File: src/rtl/lcd_write_scheduler_pkg.sv
// Shared types and constants for the LCD write scheduler.
package lcd_sched_pkg;

  typedef enum logic [2:0] {
    S_INIT_ISSUE = 3'd0,
    S_INIT_WAIT  = 3'd1,
    S_IDLE       = 3'd2,
    S_ISSUE      = 3'd3,
    S_WAIT       = 3'd4,
    S_LINE_ISSUE = 3'd5,
    S_LINE_WAIT  = 3'd6
  } sched_state_e;

  localparam int LCD_INIT_LEN = 5;

  // Function set 8-bit/2-line, display on, clear, entry mode, home address.
  localparam logic [8:0] LCD_INIT_SEQ [0:LCD_INIT_LEN-1] = '{
    9'h038, 9'h00C, 9'h001, 9'h006, 9'h080
  };

  localparam logic [8:0] LCD_CLEAR         = 9'h001;
  localparam logic [8:0] LCD_HOME          = 9'h002;
  localparam logic [8:0] LCD_LINE_CMD_BASE = 9'h080;

  typedef struct packed {
    logic       is_char;
    logic [7:0] code;
  } req_word_t;

endpackage

File: src/rtl/lcd_write_scheduler_if.sv
// Request and LCD-controller signal bundle for the LCD write scheduler.
interface lcd_write_scheduler_if;
  logic [1:0] Req_valid;
  logic [8:0] Req_data [0:1];
  logic [1:0] Req_ready;
  logic       LCD_start;
  logic [8:0] LCD_instruction;
  logic       LCD_done;
  logic       Init_done;
  logic       Busy;
  logic [3:0] Cursor_col;
  logic       Cursor_line;

  modport master (
    input  Req_valid, Req_data, LCD_done,
    output Req_ready, LCD_start, LCD_instruction, Init_done, Busy,
           Cursor_col, Cursor_line
  );

  modport slave (
    output Req_valid, Req_data, LCD_done,
    input  Req_ready, LCD_start, LCD_instruction, Init_done, Busy,
           Cursor_col, Cursor_line
  );
endinterface

File: src/rtl/lcd_write_scheduler_rr_arbiter_2.sv
// Two-way round-robin arbiter: a lone requester wins, a tie goes to the
// requester that was not granted last.
module rr_arbiter_2 (
  input  logic [1:0] valid,
  input  logic       last_grant,
  input  logic       enable,
  output logic [1:0] grant
);

  // One-hot-or-zero grant, zero whenever arbitration is disabled.
  always_comb begin
    grant = 2'b00;
    if (enable) begin
      case (valid)
        2'b01:   grant = 2'b01;
        2'b10:   grant = 2'b10;
        2'b11:   grant = last_grant ? 2'b01 : 2'b10;
        default: grant = 2'b00;
      endcase
    end
  end

endmodule

File: src/rtl/lcd_write_scheduler.sv
// Shares one LCD controller between two requesters: runs the init
// sequence, arbitrates round-robin, tracks the cursor and inserts a
// line-change instruction after the last column of a line.
module lcd_write_scheduler
  import lcd_sched_pkg::*;
#(
  parameter int LINE_LENGTH = 16
) (
  input  logic Clock_50,
  input  logic Resetn,
  lcd_write_scheduler_if.master bus
);

  localparam logic [3:0] LAST_COL = 4'(LINE_LENGTH - 1);

  sched_state_e state_q, state_d;
  logic [2:0]   init_idx_q, init_idx_d;
  logic         last_grant_q, last_grant_d;
  logic         start_q, start_d;
  logic [8:0]   instr_q, instr_d;
  logic         init_done_q, init_done_d;
  logic [3:0]   col_q, col_d;
  logic         line_q, line_d;
  logic         armed_q, armed_d;
  req_word_t    word_q, word_d;
  logic [1:0]   grant;
  logic         arb_en;

  function automatic logic [3:0] sat_col(input logic [3:0] c);
    return (c > LAST_COL) ? LAST_COL : c;
  endfunction

  assign arb_en = (state_q == S_IDLE);

  rr_arbiter_2 u_arb (
    .valid      (bus.Req_valid),
    .last_grant (last_grant_q),
    .enable     (arb_en),
    .grant      (grant)
  );

  assign bus.Req_ready       = grant;
  assign bus.LCD_start       = start_q;
  assign bus.LCD_instruction = instr_q;
  assign bus.Init_done       = init_done_q;
  assign bus.Busy            = (state_q != S_IDLE);
  assign bus.Cursor_col      = col_q;
  assign bus.Cursor_line     = line_q;

  // Next-state logic: init sequencing, grant latch, LCD handshake, cursor.
  // armed_q masks LCD_done during the first cycle of every wait state.
  always_comb begin
    state_d      = state_q;
    init_idx_d   = init_idx_q;
    last_grant_d = last_grant_q;
    start_d      = 1'b0;
    instr_d      = instr_q;
    init_done_d  = init_done_q;
    col_d        = col_q;
    line_d       = line_q;
    armed_d      = armed_q;
    word_d       = word_q;
    case (state_q)
      S_INIT_ISSUE: begin
        instr_d = LCD_INIT_SEQ[init_idx_q];
        start_d = 1'b1;
        armed_d = 1'b0;
        state_d = S_INIT_WAIT;
      end
      S_INIT_WAIT: begin
        if (!armed_q) begin
          armed_d = 1'b1;
        end else if (bus.LCD_done) begin
          if (init_idx_q == 3'(LCD_INIT_LEN - 1)) begin
            init_done_d = 1'b1;
            state_d     = S_IDLE;
          end else begin
            init_idx_d = init_idx_q + 3'd1;
            state_d    = S_INIT_ISSUE;
          end
        end
      end
      S_IDLE: begin
        if (grant != 2'b00) begin
          word_d       = req_word_t'(grant[1] ? bus.Req_data[1] : bus.Req_data[0]);
          last_grant_d = grant[1];
          state_d      = S_ISSUE;
        end
      end
      S_ISSUE: begin
        instr_d = word_q;
        start_d = 1'b1;
        armed_d = 1'b0;
        state_d = S_WAIT;
      end
      S_WAIT: begin
        if (!armed_q) begin
          armed_d = 1'b1;
        end else if (bus.LCD_done) begin
          if (word_q.is_char) begin
            if (col_q < LAST_COL) begin
              col_d   = col_q + 4'd1;
              state_d = S_IDLE;
            end else begin
              col_d   = 4'd0;
              state_d = S_LINE_ISSUE;
            end
          end else begin
            if (word_q == LCD_CLEAR || word_q[8:1] == LCD_HOME[8:1]) begin
              col_d  = 4'd0;
              line_d = 1'b0;
            end else if (word_q.code[7]) begin
              line_d = word_q.code[6];
              col_d  = sat_col(word_q.code[3:0]);
            end
            state_d = S_IDLE;
          end
        end
      end
      S_LINE_ISSUE: begin
        instr_d = LCD_LINE_CMD_BASE | {2'b00, ~line_q, 6'h00};
        line_d  = ~line_q;
        start_d = 1'b1;
        armed_d = 1'b0;
        state_d = S_LINE_WAIT;
      end
      S_LINE_WAIT: begin
        if (!armed_q) begin
          armed_d = 1'b1;
        end else if (bus.LCD_done) begin
          state_d = S_IDLE;
        end
      end
      default: state_d = S_INIT_ISSUE;
    endcase
  end

  // Control and output registers; reset aborts any transaction in flight.
  always_ff @(posedge Clock_50 or negedge Resetn) begin
    if (!Resetn) begin
      state_q      <= S_INIT_ISSUE;
      init_idx_q   <= 3'd0;
      last_grant_q <= 1'b1;
      start_q      <= 1'b0;
      instr_q      <= 9'h000;
      init_done_q  <= 1'b0;
      col_q        <= 4'd0;
      line_q       <= 1'b0;
      armed_q      <= 1'b0;
    end else begin
      state_q      <= state_d;
      init_idx_q   <= init_idx_d;
      last_grant_q <= last_grant_d;
      start_q      <= start_d;
      instr_q      <= instr_d;
      init_done_q  <= init_done_d;
      col_q        <= col_d;
      line_q       <= line_d;
      armed_q      <= armed_d;
    end
  end

  // Granted request word; only read after it has been loaded in S_IDLE.
  always_ff @(posedge Clock_50) begin
    word_q <= word_d;
  end

endmodule

File: src/flat_wrapper.sv
// flat-port wrapper written by rule: the top's interface ports become plain ports
module lcd_write_scheduler_flat import lcd_sched_pkg::*;
#(
  parameter int LINE_LENGTH = 16
)
  (Clock_50, Resetn, bus_Req_valid, bus_Req_data, bus_LCD_done, bus_Req_ready, bus_LCD_start, bus_LCD_instruction, bus_Init_done, bus_Busy, bus_Cursor_col, bus_Cursor_line);
  lcd_write_scheduler_if bus_i ();
  input  logic Clock_50;
  input  logic Resetn;
  input wire logic [$bits(bus_i.Req_valid)-1:0] bus_Req_valid;
  input wire logic [$bits(bus_i.Req_data)-1:0] bus_Req_data;
  input wire logic [$bits(bus_i.LCD_done)-1:0] bus_LCD_done;
  output wire logic [$bits(bus_i.Req_ready)-1:0] bus_Req_ready;
  output wire logic [$bits(bus_i.LCD_start)-1:0] bus_LCD_start;
  output wire logic [$bits(bus_i.LCD_instruction)-1:0] bus_LCD_instruction;
  output wire logic [$bits(bus_i.Init_done)-1:0] bus_Init_done;
  output wire logic [$bits(bus_i.Busy)-1:0] bus_Busy;
  output wire logic [$bits(bus_i.Cursor_col)-1:0] bus_Cursor_col;
  output wire logic [$bits(bus_i.Cursor_line)-1:0] bus_Cursor_line;
  assign bus_i.Req_valid = bus_Req_valid;
  assign bus_i.Req_data = {>>{bus_Req_data}};
  assign bus_i.LCD_done = bus_LCD_done;
  assign bus_Req_ready = bus_i.Req_ready;
  assign bus_LCD_start = bus_i.LCD_start;
  assign bus_LCD_instruction = bus_i.LCD_instruction;
  assign bus_Init_done = bus_i.Init_done;
  assign bus_Busy = bus_i.Busy;
  assign bus_Cursor_col = bus_i.Cursor_col;
  assign bus_Cursor_line = bus_i.Cursor_line;
  lcd_write_scheduler #(.LINE_LENGTH(LINE_LENGTH)) u_core (.Clock_50(Clock_50), .Resetn(Resetn), .bus(bus_i));
endmodule
File: config.mk
export PLATFORM = sky130hd
export DESIGN_NAME = lcd_write_scheduler_flat
export DESIGN_NICKNAME = d
export VERILOG_FILES = /design/src/rtl/lcd_write_scheduler_pkg.sv /design/src/rtl/lcd_write_scheduler_if.sv /design/src/rtl/lcd_write_scheduler_rr_arbiter_2.sv /design/src/rtl/lcd_write_scheduler.sv /design/src/flat_wrapper.sv
export SDC_FILE = /design/constraint.sdc
export NUM_CORES = 1
export LEC_CHECK = 0
export CAP_MARGIN = 20
export CELL_PAD_IN_SITES_DETAIL_PLACEMENT = 1
export CELL_PAD_IN_SITES_GLOBAL_PLACEMENT = 2
export CORE_ASPECT_RATIO = 0.6
export CORE_UTILIZATION = 33
export DETAILED_ROUTE_END_ITERATION = 8
export PLACE_DENSITY_LB_ADDON = 0.1
export SYNTH_ARGS = -nofsm -noshare
export SYNTH_HDL_FRONTEND = slang
export SYNTH_HIERARCHICAL = 1
export SYNTH_SLANG_ARGS = --single-unit
File: constraint.sdc
create_clock -name Clock_50 -period 3.2 [get_ports Clock_50]
set_clock_uncertainty 0.1 [all_clocks]
set_input_delay 0.64 -clock Clock_50 [delete_from_list [all_inputs] [get_ports Clock_50]]
set_output_delay 0.64 -clock Clock_50 [all_outputs]
set_load 0.005 [all_outputs]
### Word-level counts from Yosys, hierarchy flattened

Memories as Yosys holds them, arrays and structs flattened.
Cells that the tools add are included.

| word-level totals | value |
|---|---|
| output and inout bits | 19 |
| bits in registers | 33 |
| input bits | 23 |
| logic and storage cells | 88 |
| bits in read-only memories | 72 |
| memories kept | 1 |

| cells by class | value |
|---|---|
| magnitude comparators | 3 |
| multiplexer cells | 31 |
| equality and inequality tests | 22 |
| bitwise gates (word level) | 3 |
| $add $sub $neg | 2 |
| reduce and logical (&&, ||, !) cells | 15 |

Memories:

| memory | depth | width | rd ports | clocked after Yosys merged registers in | write ports | line | source |
|---|---|---|---|---|---|---|---|
| (no name shown) | 8 | 9 | 1 | 0 | 0 | lcd_write_scheduler.sv:65 | `instr_d = LCD_INIT_SEQ[init_idx_q];` |

Operators by type and width:

| cell | number |
|---|---|
| $mux W3 | 9 |
| $mux W9 | 3 |
| $pmux W9 S3 | 1 |
| $pmux W3 S7 | 1 |
| $mux W4 | 5 |
| $eq A3 B3 Y1 const B | 4 |
| $reduce_and A4 Y1 | 3 |
| $ne A2 B2 Y1 const B | 5 |
| $eq A9 B1 Y1 const B | 1 |
| $eq A8 B1 Y1 const B | 1 |
| $reduce_and A7 Y1 | 1 |
| $eq A3 B2 Y1 const B | 2 |
| $mux W1 | 6 |
| $mux W2 | 3 |
| $ne A2 B1 Y1 const B | 3 |
| $pmux W2 S3 | 1 |
| $reduce_bool A2 Y1 | 3 |
| $reduce_bool A3 Y1 | 2 |
| $reduce_or A3 Y1 | 2 |
| $reduce_and A5 Y1 | 1 |
| $add A4 B1 Y4 const B | 1 |
| $eq A2 B2 Y1 const B | 2 |
| $ge A4 B4 Y1 const B | 1 |
| $gt A4 B4 Y1 const B | 1 |
| 12 further kinds | 14 |

### Depth between registers and ports, before layout

Gate-level depths: netlist of the first run.

| logic depth | value |
|---|---|
| word-level depth | 7 |
| depth in mapped cells | 9 |
| mapped depth without buffers | 8 |

### By module

Netlist of the first run, hierarchy kept.

Modules (own cells, without submodules):

| module | area each (sq um) | cells an instance | instances |
|---|---|---|---|
| lcd_write_scheduler | 1785.5 | 170 | 1 |
| rr_arbiter_2 | 21.3 | 5 | 1 |

### Worst setup path after synthesis of the first run

Ideal clock, no wire load.

| path | value |
|---|---|
| path kind | register -> register |
| start point | register u_core.state_q[1] |
| end point | register u_core/word_q[0] in the netlist's numbering, data pin |
| setup slack | 0.935 ns |
| stages on the path, launching flop included | 8 |
| arrival time | 1.905 ns |
| path through | dfrtp_1 -> buf_2 -> nand2b_1 -> nor2_1 -> nand2_1 -> a21oi_1 -> clkbuf_1 -> mux2_2 |

| between the ends | value |
|---|---|
| longest elaborated chain between the ends | 3 |

RTL lines:

| what | line | source |
|---|---|---|
| from (decl) | lcd_write_scheduler.sv:16 | `sched_state_e state_q, state_d;` |
| from (signal assigned) | lcd_write_scheduler.sv:151 | `state_q <= state_d;` |
| $eq A3 B2 Y1 | lcd_write_scheduler.sv:33 | `assign arb_en = (state_q == S_IDLE);` |
| via u_core.arb_en | lcd_write_scheduler.sv:27 | `logic arb_en;` |
| $mux W2 | lcd_write_scheduler_rr_arbiter_2.sv:13 | `if (enable) begin` |
| via bus_Req_ready[1] | flat_wrapper.sv:13 | `output wire logic [$bits(bus_i.Req_ready)-1:0] bus_Req_ready;` |
| $mux W9 | lcd_write_scheduler.sv:85 | `word_d = req_word_t'(grant[1] ? bus.Req_data[1] : bus.Req_data[0]);` |
| to (signal assigned) | lcd_write_scheduler.sv:165 | `word_q <= word_d;` |
| to (decl) | lcd_write_scheduler.sv:25 | `req_word_t word_q, word_d;` |

The timed path passes the listed nets, and every way through them passes these cells.
A chain may end at the register's enable or synchronous reset.

### Worst setup path after layout of the first run

| path | value |
|---|---|
| start point | register u_core.state_q[0] |
| end point | output bus_Req_ready[0] |

| between the ends | value |
|---|---|
| longest elaborated chain between the ends | 2 |

RTL lines:

| what | line |
|---|---|
| $eq A3 B2 Y1 | lcd_write_scheduler.sv:33 |
| via u_core.arb_en | lcd_write_scheduler.sv:27 |
| $mux W2 | lcd_write_scheduler_rr_arbiter_2.sv:13 |
| to (decl) | flat_wrapper.sv:13 |

The timed path passes the listed nets, and every way through them passes these cells.

==> results.md, run 1 <==
- Pwr per Cell Area: 810.8 nW/um^2
- Core ar.: 5155 sq um
- Commonest non-fill, non-tap cells in the layout: clkdlybuf4s50_1, dfrtp_1, a21oi_1
- FF/Latch Area: 872.1 sq um
- Initial drt markers: 78
- Via density: 5.132
- Synth Flop Type: dfrtp_1
- Root buf cell: clkbuf_8
- Mapped Cells: 175
- Startpoint Class: register
- Cell Area, Synth: 1807 sq um
- Hold-fix buffer count after cts: 0
- WL met2: 1934 um
- Synth Net Count: 203
- Max Fanout on Critical Path: 5
- DR WL met3: 231 um
- Max Fclk: 361.6 MHz
- Flops & latches, synth: 33
- Number of setup buffers added after CTS: 0
- Buf/Inv on CP: 1
- Slew Limit Fails: 0
- Synth Area in XOR/XNOR: 1.454%
- Clk slew on worst S/H paths: 70 ps
- ANT nets after route: 0
- DP HPWL: 3507 um
- Combinational share of power: 45.7%
- Avg Inst Size Synth: 10.32 sq um
- GRT Overall Usage: 16.73%
- Total gr overflow: 0
- Least-Margin Pin Slew: 825.9 ps
- Vias: 1478
- Crit-path cells: nand2b_1 > nor2_1 > nand2_1 > a21oi_1 > clkdlybuf4s50_1
- Routed length on met1: 2362 um
- P_sw: 0.0006900 W
- Diodes inserted: 0
- Seq pwr share: 35.0%
- CP required: 2460 ps
- RSZ-0062 raised after global routing: no
- Max IR drop VDD: 0.0002695 V
- Simple-gate area share of the yosys netlist: 16.55%
- Final Cell Area: 2417 sq um
- Maxcap violations: 0
- Initial antenna violation count: 0
- PostCTS Resize Cnt: 0
- Input/output buffers: 41
- Most common library cell in the layout ignoring fill and taps: clkdlybuf4s50_1
- Compound-Gate Fraction of Synth Area: 18.49%
- CP max-delay cell: clkdlybuf4s50_1
- Initial Util: 35.05%
- Synth async-reset ratio: 72.73%
- PnR worst setup slack: 434.1 ps
- Post-route minimum period: 2766 ps
- Pin count of the biggest net entering global routing: 25
- Clk sinks: 33
- Leak pwr: 0.9726 nW
- Layout cells sized above 1: 14.86%
- DRC violations left: 0
- I/O pin cnt: 42
- Vias in the first global route: 1528
- H-tree levels: 2
- Num CTS Buffers: 5
- Final setup fails: 0
- Filler cells: 566
- Number of flops mapped to enable cells by yosys: 9
- Fin nets: 249
- Status: finished, final reports clean
- Final Hold Fails: 0
- Largest family of logic cells by synthesized area: compound AO/OA/AOI/OAI gates
- Row count: 20
- Area of the multi-input gates: 859.6 sq um
- Utilization after layout: 46.89%
- TritonCTS clock tree: built
- Sequential element share of the synthesized area: 48.27%
- Total Neg Setup Slack: 0 ps
- Yosys Warn Count: 6
- Delay-heaviest family, CP: simple AND/OR/NAND/NOR gates
- Drt wl/cell: 15.78 um
- Die Ht: 59.32 um
- Sw Ratio: 35.21%
- Dpl cell area: 2307 sq um
- Die Area: 5785 sq um
- Clock power share: 19.3%
- Final Wtd Congestion: 0.7629
- Clock buffer depth: 2
- Pre-CTS setup slack: 530.8 ps
- Die X-Extent: 97.53 um
- Synth Area in Adders: 3.463%
- Hold WC Path Type: reg -> reg
- Routed WL: 4544 um
- Crit Path Class: reg -> out
- CP arrival: 2030 ps
- Global-route wire length before repair: 7486 um
- Number of distinct library cells after synthesis: 52
- Tightest slew margin relative to the limit: 44.57%
- Layout area overhead: 33.80%
- Top routing layer used: met4
- Largest stage delay on the critical path: 550 ps
- Cell-internal power: 0.001270 W
- CP Capture Type: output port
- Worst skew pair latency: 280 ps
- Multiplexer area fraction after synthesis: 7.618%
- Period Utilization, post-route: 86.43%
- DR pass1 iterations: 4
[synth_stat cells, types with 2 or more instances]
| cell | number | share of area, % |
|---|---|---|
| nand2b_4 | 2 | 1.5 |
| nand4_1 | 2 | 0.69 |
| a21oi_1 | 17 | 4.7 |
| edfxtp_1 | 9 | 15 |
| inv_1 | 10 | 2.1 |
| mux2_2 | 10 | 6.2 |
| nand2b_1 | 2 | 0.69 |
| ha_1 | 5 | 3.5 |
| o21ai_1 | 2 | 0.55 |
| nand3_1 | 2 | 0.55 |
| nor3_1 | 5 | 1.4 |
| nor2_1 | 11 | 2.3 |
| nand3b_1 | 2 | 0.83 |
| nand2_1 | 13 | 2.7 |
| o22ai_1 | 5 | 1.7 |
| o21ai_0 | 5 | 1.4 |
| o211ai_1 | 2 | 0.83 |
| a31oi_1 | 2 | 0.69 |
| a211o_1 | 2 | 0.97 |
| xor2_1 | 2 | 0.97 |
| dfrtp_1 | 23 | 32 |
| a22o_1 | 2 | 0.97 |
| buf_2 | 3 | 0.83 |
| a22oi_1 | 5 | 2.1 |
| and2_1 | 3 | 1.0 |
| clkbuf_1 | 3 | 0.62 |
[per-stage QoR]
| step | power [W] | hold slack, ps | std cells |
|---|---|---|---|
| floorplan | 0.001223 | 244.4 | 175 |
| global placement | 0.001552 | 367.9 | 280 |
| detailed placement | 0.001594 | 377.7 | 280 |
| CTS | 0.001987 | 393.7 | 288 |
| global route | 0.002111 | 426.1 | 288 |
| finish | 0.001960 | 390.7 | 288 |
[metal layers]
metal / vias to the layer above / track usage, %
li1: 730 / -
met1: 707 / 23.03
met2: 39 / 27.47
met3: 2 / 4.009
met4: 0 / 3.151
met5: - / 0
[layout make-up]
type | instances | share of cell area, %
clock buffers | 5 | 2.847
clock inverters | 3 | 1.708
inverters | 10 | 1.553
multi-input cells | 124 | 35.56
flip-flops and latches | 33 | 36.08
well taps | 66 | 3.416
repair buffers | 47 | 18.84
[path summary, 6_finish.rpt]
check                                                       from                                  to  slack [ps]  depth (start not counted)
worst max-delay path               u_core/state_q[0]$_DFFE_PN0P_                    bus_Req_ready[0]         430                          5
worst min-delay path            u_core/bus.Init_done$_DFFE_PN0P_    u_core/bus.Init_done$_DFFE_PN0P_         390                          1
worst max register to register     u_core/state_q[0]$_DFFE_PN0P_       u_core/state_q[1]$_DFFE_PN0P_        1010                          9
worst min register to register  u_core/bus.Init_done$_DFFE_PN0P_    u_core/bus.Init_done$_DFFE_PN0P_         390                          1
max in group asynchronous                                 Resetn     u_core/last_grant_q$_DFFE_PN1P_        2070                          2
min in group asynchronous                                 Resetn  u_core/bus.Cursor_line$_DFFE_PN0P_         620                          2
[worst reg2reg max path: stages, from the launching register on]
cell and delay [ps]:
dfrtp_1 380, nand2b_1 200, nor2_1 290, nand2_1 110
a21oi_1 170, buf_4 210, nor2_1 120, nor3_1 200
a21oi_1 60, o31a_1 240
[registers in the layout, summed over array words and instances, names as in the netlist]
name,cells
u_core/init_idx_q,3
u_core/bus.LCD_start,1
u_core/bus.Cursor_line,1
u_core/state_q,3
u_core/bus.Init_done,1
u_core/last_grant_q,1
u_core/bus.Cursor_col,4
u_core/bus.LCD_instruction,9
u_core/word_q,9
u_core/armed_q,1
[cell families after synthesis]
group | count (synthesis)
compound gates | 52
simple gates | 52
flops | 33
buf+inv | 18
mux | 12
fa+ha+maj | 5
xor+xnor | 3
[power by group through the flow]
stage	sequential [W]	clock (W)	combinational (W)
floorplan	0.000684	0	0.000539
global placement	0.000678	0	0.000874
detailed placement	0.000697	0	0.000897
CTS	0.000688	0.000393	0.000906
global route	0.000704	0.000405	0.00100
finish	0.000686	0.000377	0.000896
Power figures use the tool's default switching activity.
==> run 2: changes to the inputs <==
- ABC_AREA: default -> 1
- CORE_UTILIZATION: 33 -> 28
- clock period: 3.2 -> 2.79 ns (I/O delays scaled with it)
==> results.md, run 2 <==
- Crit Path Class: reg -> out
- Hold path startpoint: u_core/bus.LCD_instruction[0]$_DFFE_PN0P_
- Vias: 1587
- R2r startpoint: u_core/state_q[0]$_DFFE_PN0P_
- Largest stage delay on the critical path: 540 ps
- P_sw: 0.0007402 W
- Die X-Extent: 104.4 um
- Clk sinks: 33
- Die Ht: 63.44 um
- Final Wtd Congestion: 0.7539
- Maxcap violations: 0
- DRC violations left: 0
- Buf/Inv on CP: 1
- Row count: 21
- Vias in the first global route: 1648
- WL met2: 1763 um
- R2R depth: 6
- Pwr per Cell Area: 845.9 nW/um^2
- Input/output buffers: 41
- Fin cells: 356
- Yosys Warn Count: 6
- CP Capture Type: output port
- Cell-internal power: 0.001265 W
- Clk slew on worst S/H paths: 70 ps
- Delay-heaviest family, CP: buffers and inverters
- Crit-path cells: nor3_2 > nand2_1 > a21oi_1 > clkdlybuf4s50_1
- Top routing layer used: met4
- Drt wl/cell: 12.68 um
- Slew Limit Fails: 0
- Synth top area share: 32.67%
- Sequential element share of the synthesized area: 49.50%
- Total gr overflow: 0
- Commonest non-fill, non-tap cells in the layout: nand2_1, clkdlybuf4s50_1, dfrtp_1
- Max IR drop VDD: 0.0004198 V
- Total Neg Setup Slack: 0 ps
- Hold-fix buffer count after cts: 0
- Flops & latches, synth: 33
- I/O pin cnt: 42
- Cells after DPL: 348
- GRT Overall Usage: 15.94%
- Pin count of the biggest net entering global routing: 25
- Pwr Total: 0.002006 W
- Status: finished, final reports clean
- Seq pwr share: 39.3%
- Synth cell count leaders: nand2_1, dfrtp_1, nor2_1
- Root buf cell: clkbuf_8
- Core ar.: 5807 sq um
- Max Fanout on Critical Path: 10
- Number of flops mapped to enable cells by yosys: 9
- DR WL met3: 176 um
- RSZ-0062 raised after global routing: no
- CP arrival: 1880 ps
- Fin nets: 303
- Hold Path Cell Cnt: 2
- Clock buffer depth: 2
- CP required: 2130 ps
- Layout area overhead: 34.59%
- Leak pwr: 1.113 nW
- Synth Flop Type: dfrtp_1
- Hold_ws: 377.7 ps
- Final setup fails: 0
- Initial drt markers: 33
- Dominant cell type by area after synthesis: dfrtp_1
- Hold WC Path Type: reg -> reg
- Num CTS Buffers: 5
- Tightest slew margin relative to the limit: 57.45%
- Period Utilization, post-route: 91.10%
- Sw Ratio: 36.91%
- PostCTS Resize Cnt: 0
- Least-Margin Pin Slew: 633.0 ps
- Number of distinct library cells after synthesis: 31
- ANT nets after route: 0
- CP max-delay cell: clkdlybuf4s50_1
- Initial Util: 30.34%
- Number of setup buffers added after CTS: 0
- Cell Area, Synth: 1762 sq um
- Hold Path Sink: u_core/bus.LCD_instruction[0]$_DFFE_PN0P_
- Synth area leaders: dfrtp_1, nand2_1, edfxtp_1
- Max Fclk: 393.4 MHz
- DR pass1 iterations: 4
- Layout cells sized above 1: 8.333%
- Via density: 4.458
- Startpoint Class: register
- CP Depth: 4
- Synth async-reset ratio: 72.73%
- TritonCTS clock tree: built
- Most common library cell in the layout ignoring fill and taps: nand2_1
- Worst skew pair latency: 280 ps
- DP HPWL: 3647 um
- Global-route wire length before repair: 8093 um
- Mapped Cells: 227
- Final Hold Fails: 0
- Avg Inst Size Synth: 7.761 sq um
- Worst R2R Setup Slack: 700 ps
- Routed WL: 4515 um
- Clock power share: 18.4%
- H-tree levels: 2
- Top-count cell post-synth: nand2_1
- Routed length on met1: 2531 um
- Initial antenna violation count: 0
- Post-route minimum period: 2542 ps
- Combinational share of power: 42.4%
- Synth Net Count: 255
- Diodes inserted: 0
- Die Area: 6623 sq um
- Reg2reg end: u_core/word_q[1]$_DFFE_PP_
[run 2: cell count changes in the layout (fill, tap and decap cells not counted), sizes merged, moves of 8 or more]
cell,delta
nand3,+11
nand2,+85
mux2,-11
inv,+9
a21oi,-11
o21ai,+8
nor2,+9
[run 2: worst max path at each step]
stage                             startpoint                    endpoint
3_3_place_gp                bus_Req_valid[0]            bus_Req_ready[0]
6_report       u_core/state_q[0]$_DFFE_PN0P_            bus_Req_ready[0]
4_1_cts        u_core/state_q[0]$_DFFE_PN0P_            bus_Req_ready[0]
5_1_grt        u_core/state_q[0]$_DFFE_PN0P_            bus_Req_ready[0]
2_1_floorplan  u_core/state_q[0]$_DFFE_PN0P_  u_core/word_q[0]$_DFFE_PP_
3_5_place_dp                bus_Req_valid[0]            bus_Req_ready[0]
[run 2: kinds of logic (layout without fill, tap and decap cells)]
family,after synthesis,count (layout),synth area share [%]
xor gates and xnor gates,1,1,0.4972
buffers and inverters,24,73,5.469
and+or+nand+nor,137,137,32.17
DFF,33,33,49.50
adders and majority gates,5,5,3.551
AOI/OAI and AO/OA,27,27,8.807
[run 2: layout make-up]
cell class / count / area (sq um)
inverters: 20 / 75.07
multi-input cells: 170 / 793.3
repair buffers: 45 / 440.4
clock buffers: 8 / 90.09
flip-flops and latches: 33 / 872.1
well taps: 80 / 100.1
fillers: 725 / 3436
[run 2: power by group through the flow]
stage	sequential (W)	clock (W)	combinational (W)
6_report	0.000787	0.000368	0.000850
5_1_grt	0.000820	0.000405	0.000985
4_1_cts	0.000791	0.000386	0.000863
3_5_place_dp	0.000800	0	0.000853
3_3_place_gp	0.000795	0	0.000854
2_1_floorplan	0.000765	0	0.000494
[run 2: per-stage QoR]
step / instance area [sq um] / setup slack, ps / utilization, %
after floorplan: 1762 / 573.1 / -
after global placement: 2281 / 324.2 / 39.28
after detailed placement: 2281 / 290.0 / 39.28
after CTS: 2371 / 226.1 / 40.83
after global routing: 2371 / 126.7 / 40.83
final: 2371 / 248.2 / 40.83
[run 2: per-layer routing]
layer	global-route usage [%]	vias up
li1	-	818
met3	3.623	5
met5	0	-
met1	23.43	732
met4	4.821	0
met2	23.01	32
[run 2: worst reg2reg max path, cell delays in order (launching register included)]
cell and delay [ps]:
dfrtp_1 500, nor3_2 270, nand2_1 80, a21oi_1 160
buf_4 210, o21ai_0 130, inv_1 290
